===== config.mk =====
export PLATFORM = sky130hd
export DESIGN_NAME = seq_div8_flat
export DESIGN_NICKNAME = d
export VERILOG_FILES = /design/src/rtl/seq_div8_if.sv /design/src/rtl/seq_div8.sv /design/src/flat_wrapper.sv
export SDC_FILE = /design/constraint.sdc
export NUM_CORES = 1
export LEC_CHECK = 0
export CORE_AREA = 2 2 69 71
export DETAILED_ROUTE_END_ITERATION = 8
export DIE_AREA = 0 0 71 73
export HOLD_SLACK_MARGIN = 0.03
export PLACE_DENSITY = 0.85
export SLEW_MARGIN = 10
export SYNTH_ARGS = -nofsm -noshare
export SYNTH_HDL_FRONTEND = slang
export SYNTH_SLANG_ARGS = --single-unit

===== constraint.sdc =====
create_clock -name i_clk -period 3.2 [get_ports i_clk]
set_input_delay 0.64 -clock i_clk [delete_from_list [all_inputs] [get_ports i_clk]]
set_output_delay 0.64 -clock i_clk [all_outputs]
set_load 0.02 [all_outputs]

===== src/rtl/seq_div8_if.sv =====
// Start/busy/done handshake and operand/result bus between the control unit and seq_div8.
interface seq_div8_if #(
    parameter int WIDTH = 8
);
    logic             start;
    logic [WIDTH-1:0] dividend;
    logic [WIDTH-1:0] divisor;
    logic             busy;
    logic             done;
    logic [WIDTH-1:0] quotient;
    logic [WIDTH-1:0] remainder;
    logic             div_by_zero;

    modport master (
        output start, dividend, divisor,
        input  busy, done, quotient, remainder, div_by_zero
    );

    modport slave (
        input  start, dividend, divisor,
        output busy, done, quotient, remainder, div_by_zero
    );
endinterface


===== src/rtl/seq_div8.sv =====
// Sequential restoring unsigned divider, one quotient bit per clock, start/busy/done handshake.
// Optional macro SEQ_DIV_DBZ_EN: zero divisor short-circuits IDLE -> DONE and raises div_by_zero.
module seq_div8 #(
    parameter int WIDTH = 8
) (
    input  logic       i_clk,
    input  logic       i_rst_n,
    seq_div8_if.slave  bus
);
    localparam int CW = $clog2(WIDTH);
    localparam logic [CW-1:0] LAST = CW'(WIDTH - 1);

    typedef enum logic [1:0] {S_IDLE, S_RUN, S_DONE} state_t;

    state_t           r_state;
    state_t           w_next;
    logic [WIDTH-1:0] r_q;
    logic [WIDTH-1:0] r_rem;
    logic [WIDTH-1:0] r_dvs;
    logic [CW-1:0]    r_cnt;
    logic [WIDTH-1:0] r_quot;
    logic [WIDTH-1:0] r_remo;

    logic [WIDTH:0]   w_shifted;
    logic [WIDTH:0]   w_diff;
    logic             w_fits;
    logic [WIDTH-1:0] w_q_nxt;
    logic [WIDTH-1:0] w_rem_nxt;
    logic             w_last;
    logic             w_zero_dvs;

    // The restored partial remainder is always below the divisor, so its
    // extra (WIDTH+1)-th bit is always 0 and is not stored.
    assign w_shifted  = {r_rem, r_q[WIDTH-1]};
    assign w_diff     = w_shifted + ~{1'b0, r_dvs} + {{WIDTH{1'b0}}, 1'b1};
    assign w_fits     = ~w_diff[WIDTH];
    assign w_q_nxt    = {r_q[WIDTH-2:0], w_fits};
    assign w_rem_nxt  = w_fits ? w_diff[WIDTH-1:0] : w_shifted[WIDTH-1:0];
    assign w_last     = (r_cnt == LAST);
    assign w_zero_dvs = (bus.divisor == '0);

    always_ff @(posedge i_clk) begin
        if (!i_rst_n) r_state <= S_IDLE;
        else          r_state <= w_next;
    end

    always_comb begin
        w_next = r_state;
        case (r_state)
            S_IDLE: begin
                if (bus.start) begin
`ifdef SEQ_DIV_DBZ_EN
                    w_next = w_zero_dvs ? S_DONE : S_RUN;
`else
                    w_next = S_RUN;
`endif
                end
            end
            S_RUN:   if (w_last) w_next = S_DONE;
            S_DONE:  w_next = S_IDLE;
            default: w_next = S_IDLE;
        endcase
    end

`ifdef SEQ_DIV_DBZ_EN
    logic r_dbz;
`endif

    always_ff @(posedge i_clk) begin
        if (!i_rst_n) begin
            r_q    <= '0;
            r_rem  <= '0;
            r_dvs  <= '0;
            r_cnt  <= '0;
            r_quot <= '0;
            r_remo <= '0;
`ifdef SEQ_DIV_DBZ_EN
            r_dbz  <= 1'b0;
`endif
        end else begin
            case (r_state)
                S_IDLE: begin
                    if (bus.start) begin
                        r_q   <= bus.dividend;
                        r_rem <= '0;
                        r_dvs <= bus.divisor;
                        r_cnt <= '0;
`ifdef SEQ_DIV_DBZ_EN
                        if (w_zero_dvs) begin
                            r_quot <= '1;
                            r_remo <= bus.dividend;
                            r_dbz  <= 1'b1;
                        end
`endif
                    end
                end
                S_RUN: begin
                    r_q   <= w_q_nxt;
                    r_rem <= w_rem_nxt;
                    r_cnt <= r_cnt + CW'(1);
                    // Publish this step's results directly; the working regs lag by one edge.
                    if (w_last) begin
                        r_quot <= w_q_nxt;
                        r_remo <= w_rem_nxt;
`ifdef SEQ_DIV_DBZ_EN
                        r_dbz  <= 1'b0;
`endif
                    end
                end
                default: ;
            endcase
        end
    end

    assign bus.busy      = (r_state == S_RUN);
    assign bus.done      = (r_state == S_DONE);
    assign bus.quotient  = r_quot;
    assign bus.remainder = r_remo;
`ifdef SEQ_DIV_DBZ_EN
    assign bus.div_by_zero = r_dbz;
`else
    assign bus.div_by_zero = 1'b0;
`endif

    // Never both high: busy and done decode distinct states.
    always_comb
        assert (!(i_rst_n && bus.busy && bus.done));
endmodule


===== src/flat_wrapper.sv =====
// flat-port wrapper written by rule: the top's interface ports become plain ports
module seq_div8_flat 
#(
    parameter int WIDTH = 8
)
  (i_clk, i_rst_n, bus_start, bus_dividend, bus_divisor, bus_busy, bus_done, bus_quotient, bus_remainder, bus_div_by_zero);
  seq_div8_if #(.WIDTH(WIDTH)) bus_i ();
  input  logic i_clk;
  input  logic i_rst_n;
  input wire logic [$bits(bus_i.start)-1:0] bus_start;
  input wire logic [$bits(bus_i.dividend)-1:0] bus_dividend;
  input wire logic [$bits(bus_i.divisor)-1:0] bus_divisor;
  output wire logic [$bits(bus_i.busy)-1:0] bus_busy;
  output wire logic [$bits(bus_i.done)-1:0] bus_done;
  output wire logic [$bits(bus_i.quotient)-1:0] bus_quotient;
  output wire logic [$bits(bus_i.remainder)-1:0] bus_remainder;
  output wire logic [$bits(bus_i.div_by_zero)-1:0] bus_div_by_zero;
  assign bus_i.start = bus_start;
  assign bus_i.dividend = bus_dividend;
  assign bus_i.divisor = bus_divisor;
  assign bus_busy = bus_i.busy;
  assign bus_done = bus_i.done;
  assign bus_quotient = bus_i.quotient;
  assign bus_remainder = bus_i.remainder;
  assign bus_div_by_zero = bus_i.div_by_zero;
  seq_div8 #(.WIDTH(WIDTH)) u_core (.i_clk(i_clk), .i_rst_n(i_rst_n), .bus(bus_i));
endmodule

==> results of run 1 <==
-- logic make-up (layout without fill, tap and decap cells) --
| family | Yosys count | count (layout) | synth area share |
|---|---|---|---|
| AOI/OAI and AO/OA | 63 | 63 | 0.217 |
| adders and majority gates | 11 | 11 | 0.0644 |
| xor gates and xnor gates | 4 | 4 | 0.0155 |
| buffers and inverters | 28 | 63 | 0.0522 |
| other | 1 | 1 | 0.00166 |
| and+or+nand+nor | 82 | 82 | 0.161 |
| DFF | 45 | 45 | 0.400 |
| muxes | 20 | 20 | 0.0888 |
-- worst max path at each step --
stage                                    to  slack [ns]  cells after the start
detailed placement  u_core.bus.remainder[7]        0.52                     10
floorplan           u_core.bus.remainder[4]        0.82                     10
global route        u_core.bus.remainder[7]        0.26                     10
CTS                 u_core.bus.remainder[7]        0.50                     10
finish              u_core.bus.remainder[7]        0.49                     10
global placement    u_core.bus.remainder[7]        0.55                     10
-- placed cells by master, fill, tap and decap left out, types with 3 or more instances in the layout --
| cell type | netlist | layout |
|---|---|---|
| mux2i_1 | 20 | 20 |
| nand3_1 | 3 | 3 |
| o21ai_1 | 3 | 3 |
| nand2_1 | 28 | 28 |
| ha_1 | 10 | 10 |
| xor2_1 | 3 | 3 |
| inv_1 | 11 | 11 |
| clkdlybuf4s50_1 | 0 | 36 |
| nor2_1 | 34 | 34 |
| nor2b_1 | 6 | 6 |
| o21ai_0 | 8 | 8 |
| o21a_1 | 3 | 3 |
| buf_4 | 1 | 7 |
| a211oi_1 | 9 | 9 |
| dfxtp_1 | 45 | 45 |
| o211ai_1 | 3 | 3 |
| clkbuf_8 | 0 | 5 |
| a21oi_1 | 16 | 16 |
| and3b_1 | 3 | 3 |
-- layout make-up --
type | instances | area share
multi-input combinational | 181 | 0.449
sequential | 45 | 0.327
timing repair buffer | 43 | 0.150
clock buffer | 5 | 0.0250
tap | 54 | 0.0246
inverter | 12 | 0.0164
clock inverter | 3 | 0.00773
-- layer usage --
layer / track usage / up-vias
met5: 0 / -
met4: 0.0901 / 0
met3: 0.0414 / 8
met2: 0.317 / 31
met1: 0.260 / 846
li1: - / 953
-- stage by stage --
| stage | cells | instance area, um2 | hold slack, ns |
|---|---|---|---|
| 2_1_floorplan | 254 | 2250 | 0.445 |
| 3_3_place_gp | 335 | 2660 | 0.445 |
| 3_5_place_dp | 335 | 2660 | 0.447 |
| 4_1_cts | 343 | 2750 | 0.460 |
| 5_1_grt | 343 | 2750 | 0.481 |
| 6_report | 343 | 2750 | 0.457 |
-- tightest hold or removal path: cells and delay by family, from the launching register on --
| kind | cells | cell delay [ns] |
|---|---|---|
| compound gates | 1 | 0.05 |
| simple gates | 1 | 0.05 |
| flops | 1 | 0.32 |
-- flip-flops by register name, indices dropped and copies added, names as in the netlist --
| register | flops |
|---|---|
| u_core.r_dvs | 8 |
| u_core.bus.remainder | 8 |
| u_core.bus.quotient | 8 |
| u_core.r_state | 2 |
| u_core.r_q | 8 |
| u_core.r_cnt | 3 |
| u_core.r_rem | 8 |
-- power breakdown --
part | internal (mW) | switching (mW)
Clock | 0.155 | 0.204
Combinational | 0.207 | 0.250
Sequential | 0.589 | 0.0252
==> impl_metrics.env, run 1 <==
export IMPL_core_area_um2=4540
export IMPL_fin_crit_sh=0.846
export IMPL_fin_nets=318
export IMPL_synth_flop_cell="dfxtp_1"
export IMPL_synthDistinctLibCells=47
export IMPL_cts_sinks=45
export IMPL_critPathMaxFanout=10
export IMPL_top_layer="met4"
export IMPL_multi_input_comb_area_um2=1230
export IMPL_numCtsBuffers=5
export IMPL_reg2reg_slack_ns=0.49
export IMPL_yosys_top_cells_count="dfxtp_1, nor2_1, nand2_1"
export IMPL_place_hpwl_um=3550
export IMPL_grt_overflow=0
export IMPL_cp_arrival_ns=2.93
export IMPL_status="finished clean"
export IMPL_finalSetupViolCount=0
export IMPL_relSlewSlack=0.568
export IMPL_setup_worst_path_start="u_core.r_q[7]"
export IMPL_peakVddDrop_mv=0.292
export IMPL_avgSynthCellArea_um2=8.87
export IMPL_syn_inst=254
export IMPL_required_ns=3.42
export IMPL_drt_first_pass_iters=4
export IMPL_yosysSeqAreaShare=0.400
export IMPL_fp_row_count=25
export IMPL_fmax_ghz=0.369
export IMPL_final_max_slew_viol_count=0
export IMPL_dr_wl_met3_um=131
export IMPL_met1_length_um=2220
export IMPL_r2r_cells=10
export IMPL_cts_hold_buffers=0
export IMPL_die_y_um=73
export IMPL_post_route_util=0.607
export IMPL_finalPower_mw=1.43
export IMPL_synth_top_area_share=0.400
export IMPL_worst_pin_slew_ns=0.648
export IMPL_postCtsSetupRepairBufs=0
export IMPL_ys_seq_elements=45
export IMPL_slowest_stage="a211oi_4"
export IMPL_start_util=0.497
export IMPL_end_kind="register"
export IMPL_syn_to_final_growth_pct=22.1
export IMPL_nFillCells=411
export IMPL_layout_setup_ws_ns=0.493
export IMPL_crit_chain="inv_1 -> ha_1 -> inv_1 -> fa_1 -> a211oi_4 -> o211ai_2 -> a211oi_4 -> buf_4 -> o211ai_4 -> a311oi_2"
export IMPL_place_congestion=0.857
export IMPL_drc=0
export IMPL_crit_type="register to register"
export IMPL_tns_ns=0
export IMPL_cap_violations=0
export IMPL_yosysTopAreaCell="dfxtp_1"
export IMPL_synthArstFlopShare=0
export IMPL_start_kind="register"
export IMPL_worst_path_buf_inv=3
export IMPL_synth_warnings=0
export IMPL_cts_max_path_buffers=2
export IMPL_critical_path_max_stage_delay_ns=0.57
export IMPL_min_from="u_core.bus.quotient[2]"
export IMPL_htreeDepth=2
export IMPL_finClkSkew_ns=0.00872
export IMPL_drtAntennaViolNets=0
export IMPL_num_vias=1838
export IMPL_die_area_um2=5180
export IMPL_synth_nets=284
export IMPL_grt_antenna_before_repair=0
export IMPL_yosysMostFrequentCell="dfxtp_1"
export IMPL_power_leakage_nw=1.07
export IMPL_synth_edf_count=0
export IMPL_worstReg2RegStart="u_core.r_q[7]"
export IMPL_r2r_end="u_core.bus.remainder[7]"
export IMPL_root_buffer="clkbuf_8"
export IMPL_hold_end="u_core.bus.quotient[2]"
export IMPL_hold_depth=2
export IMPL_drtIter0Drc=88
export IMPL_power_density_nw_per_um2=520
export IMPL_cts_resized=0
export IMPL_grt_pass1_wl_um=8070
export IMPL_seq_area_um2=901
export IMPL_hold_violations=0
export IMPL_cts_tree="done"
export IMPL_io_buffer_count=36
export IMPL_first_global_vias=1716
export IMPL_hp_class="register to register"
export IMPL_drive_gt1_frac=0.0900
export IMPL_period_needed_ns=2.71
export IMPL_antenna_cells=0
export IMPL_mappedNetlistArea_um2=2250
export IMPL_track_usage=0.199
export IMPL_routedWlPerCell_um=13.8
export IMPL_fp_dieW_um=71
export IMPL_clk_latency_ns=0.30
export IMPL_wl_met2_um=2290
export IMPL_pre_cts_slack_ns=0.525
export IMPL_io_pins=38
export IMPL_drt_wl_total_um=4750
export IMPL_path_clk_slew_ns=0.09
export IMPL_rsz0062_at_grt="false"
export IMPL_avgViaCountPerCell=5.36
export IMPL_synth_area_top_cells="dfxtp_1, mux2i_1, nor2_1"
export IMPL_grt_max_degree=34
export IMPL_critical_path_top_delay_family="compound AO/OA/AOI/OAI gates"
(Power assumes the default switching activity.)
==> inputs of run 2 (changes only) <==
==> constraint.sdc (replaced) <==
create_clock -name i_clk -period 2.5 [get_ports i_clk]
set_input_delay 0.5 -clock i_clk [delete_from_list [all_inputs] [get_ports i_clk]]
set_output_delay 0.5 -clock i_clk [all_outputs]
set_load 0.02 [all_outputs]
==> impl_metrics.env, run 2 (synthesis gave the netlist of run 1 again) <==
export IMPL_drtAntennaViolNets=0
export IMPL_required_ns=2.72
export IMPL_die_area_um2=5180
export IMPL_grt_overflow=0
export IMPL_antenna_cells=0
export IMPL_root_buffer="clkbuf_8"
export IMPL_drtIter0Drc=131
export IMPL_worst_pin_slew_ns=0.918
export IMPL_layout_setup_ws_ns=0.0692
export IMPL_drive_gt1_frac=0.126
export IMPL_power_leakage_nw=1.10
export IMPL_tns_ns=0
export IMPL_seq_area_um2=901
export IMPL_post_route_util=0.631
export IMPL_worst_path_buf_inv=4
export IMPL_finClkSkew_ns=0.00526
export IMPL_hp_class="register to register"
export IMPL_drt_wl_total_um=5060
export IMPL_drt_first_pass_iters=4
export IMPL_fin_crit_sh=0.972
export IMPL_htreeDepth=2
export IMPL_final_cell_mix="dfxtp_1, clkdlybuf4s50_1, nor2_1"
export IMPL_track_usage=0.202
export IMPL_start_util=0.497
export IMPL_path_clk_slew_ns=0.09
export IMPL_status="finished clean"
export IMPL_crit_chain="inv_2 -> ha_2 -> inv_1 -> fa_2 -> a211oi_4 -> o211ai_2 -> a211oi_4 -> buf_6 -> buf_12 -> o211ai_4 -> a311oi_2"
export IMPL_critPathMaxFanout=5
export IMPL_grt_max_degree=34
export IMPL_peakVddDrop_mv=0.383
export IMPL_io_pins=38
export IMPL_relSlewSlack=0.383
export IMPL_critical_path_max_stage_delay_ns=0.36
export IMPL_fp_row_count=25
export IMPL_first_global_vias=1703
export IMPL_clk_latency_ns=0.30
export IMPL_fp_dieW_um=71
export IMPL_end_kind="register"
export IMPL_fmax_ghz=0.411
export IMPL_numCtsBuffers=5
export IMPL_layout_commonest_cell="dfxtp_1"
export IMPL_place_congestion=0.874
export IMPL_syn_to_final_growth_pct=27.1
export IMPL_critical_path_top_delay_family="compound AO/OA/AOI/OAI gates"
export IMPL_cts_tree="done"
export IMPL_cts_sinks=45
export IMPL_drc=0
export IMPL_cts_max_path_buffers=2
export IMPL_crit_top_cell="a211oi_4"
export IMPL_slowest_stage="fa_2"
export IMPL_power_density_nw_per_um2=733
export IMPL_num_vias=1890
export IMPL_grt_antenna_before_repair=0
export IMPL_die_y_um=73
export IMPL_multi_input_comb_area_um2=1280
export IMPL_avgViaCountPerCell=5.45
export IMPL_cap_violations=0
export IMPL_hold_worst_slack_ns=0.456
export IMPL_nFillCells=402
export IMPL_routedWlPerCell_um=14.6
export IMPL_period_needed_ns=2.43
export IMPL_core_area_um2=4540
export IMPL_final_max_slew_viol_count=0
export IMPL_grt_pass1_wl_um=8100
export IMPL_finalSetupViolCount=0
export IMPL_fin_nets=322
export IMPL_start_kind="register"
export IMPL_cp_arrival_ns=2.65
export IMPL_io_buffer_count=36
export IMPL_crit_type="register to register"
export IMPL_finalPower_mw=2.10
export IMPL_hold_violations=0
export IMPL_place_hpwl_um=3670
export IMPL_pre_cts_slack_ns=0.0433
run 2: cell count changes in the layout (fill, tap and decap cells not counted), sizes merged:
cell / previous run / this run
buf: 7 / 11
bufinv: 0 / 1
clkbuf: 5 / 6
clkinvlp: 1 / 0
inv: 12 / 11
run 2: worst paths after layout:
path                           from                       to  slack [ns]  cells past startpoint
max                   u_core.r_q[7]  u_core.bus.remainder[7]        0.07                     11
min          u_core.bus.quotient[3]   u_core.bus.quotient[3]        0.46                      2
max reg2reg           u_core.r_q[7]  u_core.bus.remainder[7]        0.07                     11
min reg2reg  u_core.bus.quotient[3]   u_core.bus.quotient[3]        0.46                      2
run 2: per-layer routing:
| metal | share of wire | GRT usage | vias to the layer above |
|---|---|---|---|
| met5 | 0 | 0 | - |
| met4 | 0.021 | 0.0839 | 0 |
| met3 | 0.043 | 0.0470 | 10 |
| met2 | 0.49 | 0.327 | 46 |
| met1 | 0.44 | 0.261 | 874 |
| li1 | - | - | 960 |
run 2: final cells by class:
| cell class | count | share of cell area |
|---|---|---|
| inverter | 12 | 0.0157 |
| multi-input combinational | 181 | 0.446 |
| clock inverter | 2 | 0.0135 |
| sequential | 45 | 0.315 |
| tap | 54 | 0.0236 |
| timing repair buffer | 47 | 0.162 |
| clock buffer | 6 | 0.0253 |
run 2: worst min-delay path: stages (launching register included):
cell	delay [ns]
dfxtp_1	0.32
nand2_1	0.05
a21oi_1	0.05
run 2: power breakdown:
part / leakage, nW / total, mW / switching, mW / internal (mW)
Sequential: 0.366 / 0.789 / 0.0346 / 0.754
Clock: 0.0554 / 0.561 / 0.261 / 0.300
Combinational: 0.679 / 0.749 / 0.375 / 0.373
run 2: per-stage QoR:
step,instances,cell area (um2)
after floorplan,254,2250
after global placement,336,2670
after detailed placement,336,2670
after CTS,344,2780
after global routing,347,2860
final,347,2860
run 2: timing repair:
| item | CTS | global route |
|---|---|---|
| setup endpoints to repair | 0 | 13 |
| hold buffers | 0 | 0 |
| resized for setup | 0 | 12 |
| setup buffers | 0 | 3 |
==> inputs of run 3 (changes only) <==
--- a/config.mk
+++ b/config.mk
@@ -5,9 +5,11 @@
 export SDC_FILE = /design/constraint.sdc
 export NUM_CORES = 1
 export LEC_CHECK = 0
-export CORE_AREA = 2 2 69 71
+export CELL_PAD_IN_SITES_DETAIL_PLACEMENT = 1
+export CELL_PAD_IN_SITES_GLOBAL_PLACEMENT = 1
+export CORE_AREA = 2 2 79 81
 export DETAILED_ROUTE_END_ITERATION = 8
-export DIE_AREA = 0 0 71 73
+export DIE_AREA = 0 0 81 83
 export HOLD_SLACK_MARGIN = 0.03
 export PLACE_DENSITY = 0.85
 export SLEW_MARGIN = 10
==> impl_metrics.env, run 3 (synthesis gave the netlist of run 1 again) <==
export IMPL_status="finished clean"
export IMPL_worstReg2RegStart="u_core.r_q[7]"
export IMPL_fin_nets=322
export IMPL_drc=0
export IMPL_required_ns=2.67
export IMPL_end_kind="register"
export IMPL_instances_no_fill=368
export IMPL_first_global_vias=2084
export IMPL_path_clk_slew_ns=0.09
export IMPL_grt_pass1_wl_um=10400
export IMPL_die_area_um2=6720
export IMPL_cp_arrival_ns=2.55
export IMPL_peakVddDrop_mv=0.380
export IMPL_hold_violations=0
export IMPL_core_area_um2=5820
export IMPL_final_cell_mix="dfxtp_1, clkdlybuf4s50_1, nor2_1"
export IMPL_place_congestion=0.796
export IMPL_track_usage=0.201
export IMPL_avgViaCountPerCell=5.40
export IMPL_dpl_cell_count=358
export IMPL_fp_row_count=28
export IMPL_io_buffer_count=36
export IMPL_layout_setup_ws_ns=0.116
export IMPL_power_leakage_nw=1.10
export IMPL_fin_crit_sh=0.954
export IMPL_r2r_end="u_core.bus.remainder[6]"
export IMPL_hold_worst_slack_ns=0.460
export IMPL_fmax_ghz=0.419
export IMPL_period_needed_ns=2.38
export IMPL_pre_cts_slack_ns=-0.0232
export IMPL_drt_first_pass_iters=4
export IMPL_hold_end="u_core.bus.quotient[6]"
export IMPL_cts_hold_buffers=0
export IMPL_finClkSkew_ns=0.00416
export IMPL_crit_type="register to register"
export IMPL_drtIter0Drc=100
export IMPL_cts_tree="done"
export IMPL_numCtsBuffers=5
export IMPL_r2r_cells=10
export IMPL_antenna_cells=0
export IMPL_num_vias=1989
export IMPL_start_kind="register"
export IMPL_finalSetupViolCount=0
export IMPL_drtAntennaViolNets=0
export IMPL_min_from="u_core.bus.quotient[6]"
export IMPL_post_route_util=0.501
export IMPL_reg2reg_slack_ns=0.12
export IMPL_clk_latency_ns=0.31
export IMPL_drive_gt1_frac=0.143
export IMPL_grt_overflow=0
export IMPL_start_util=0.387
export IMPL_layout_commonest_cell="dfxtp_1"
export IMPL_nFillCells=697
export IMPL_relSlewSlack=0.335
export IMPL_cts_sinks=45
export IMPL_final_max_slew_viol_count=0
export IMPL_drt_wl_total_um=6400
export IMPL_hold_depth=2
export IMPL_hp_class="register to register"
export IMPL_power_density_nw_per_um2=731
export IMPL_grt_max_degree=34
export IMPL_syn_to_final_growth_pct=29.4
export IMPL_tns_ns=0
export IMPL_place_hpwl_um=4620
export IMPL_root_buffer="clkbuf_8"
export IMPL_critPathMaxFanout=6
export IMPL_routedWlPerCell_um=17.4
export IMPL_htreeDepth=2
export IMPL_die_y_um=83
export IMPL_fp_dieW_um=81
export IMPL_worst_pin_slew_ns=0.990
export IMPL_grt_antenna_before_repair=0
export IMPL_io_pins=38
export IMPL_cap_violations=0
export IMPL_cts_max_path_buffers=2
==> run 3: changes by cell type in the layout (fill, tap and decap cells not counted), moves of 2 or more <==
cell and delta:
a21oi_1 -2, a21oi_2 +2, dfxtp_1 -2, dfxtp_2 +2, mux2i_2 -2, mux2i_4 +2, o21ai_0 -2, o21ai_1 +2
==> run 3: per-layer routing <==
layer  global-route usage  part of all wire
met1                0.262              0.46
met2                0.325              0.49
met3               0.0337             0.025
met4               0.0817             0.018
met5                    0                 0
==> run 3: cell type report <==
type,instances,area (um2),share of cell area
Multi-Input combinational cell,181,1310,0.450
Clock buffer,6,72.6,0.0249
Timing Repair Buffer,47,450,0.155
Clock inverter,2,38.8,0.0133
Sequential cell,45,903,0.310
Tap cell,75,93.8,0.0322
Inverter,12,45.0,0.0155
==> run 3: metrics by stage <==
| stage | instance area [um2] | total power [mW] |
|---|---|---|
| 2_1_floorplan | 2250 | 1.26 |
| 3_3_place_gp | 2700 | 1.40 |
| 3_5_place_dp | 2700 | 1.42 |
| 4_1_cts | 2830 | 2.01 |
| 5_1_grt | 2920 | 2.23 |
| 6_report | 2920 | 2.13 |
==> run 3: critical path, stage by stage, from the launching register on <==
cell and delay [ns]:
dfxtp_2 0.33, inv_2 0.08, ha_4 0.14, inv_2 0.04, fa_2 0.41, a211oi_4 0.27
o211ai_2 0.14, a211oi_4 0.30, buf_6 0.20, mux2i_4 0.25, a211oi_2 0.08
==> run 3: worst max-delay path by stage <==
stage,cells past startpoint,endpoint,startpoint
after floorplan,10,u_core.bus.remainder[4],u_core.r_q[7]
after global placement,10,u_core.bus.remainder[1],u_core.r_q[7]
after detailed placement,10,u_core.bus.remainder[4],u_core.r_q[7]
after CTS,10,u_core.bus.remainder[4],u_core.r_q[7]
after global routing,10,u_core.r_rem[4],u_core.r_q[7]
final,10,u_core.bus.remainder[6],u_core.r_q[7]
==> run 3: report_power, final <==
| part | switching [mW] | internal [mW] | total, mW |
|---|---|---|---|
| logic | 0.405 | 0.360 | 0.765 |
| registers | 0.0398 | 0.755 | 0.794 |
| clock network | 0.271 | 0.301 | 0.572 |
==> run 3: repair_timing <==
item                       4_1_cts  5_1_grt
resized for setup                1       21
pin swaps                        1        6
hold endpoints to repair         0        0
setup buffers                    1        1
setup endpoints to repair        1       17
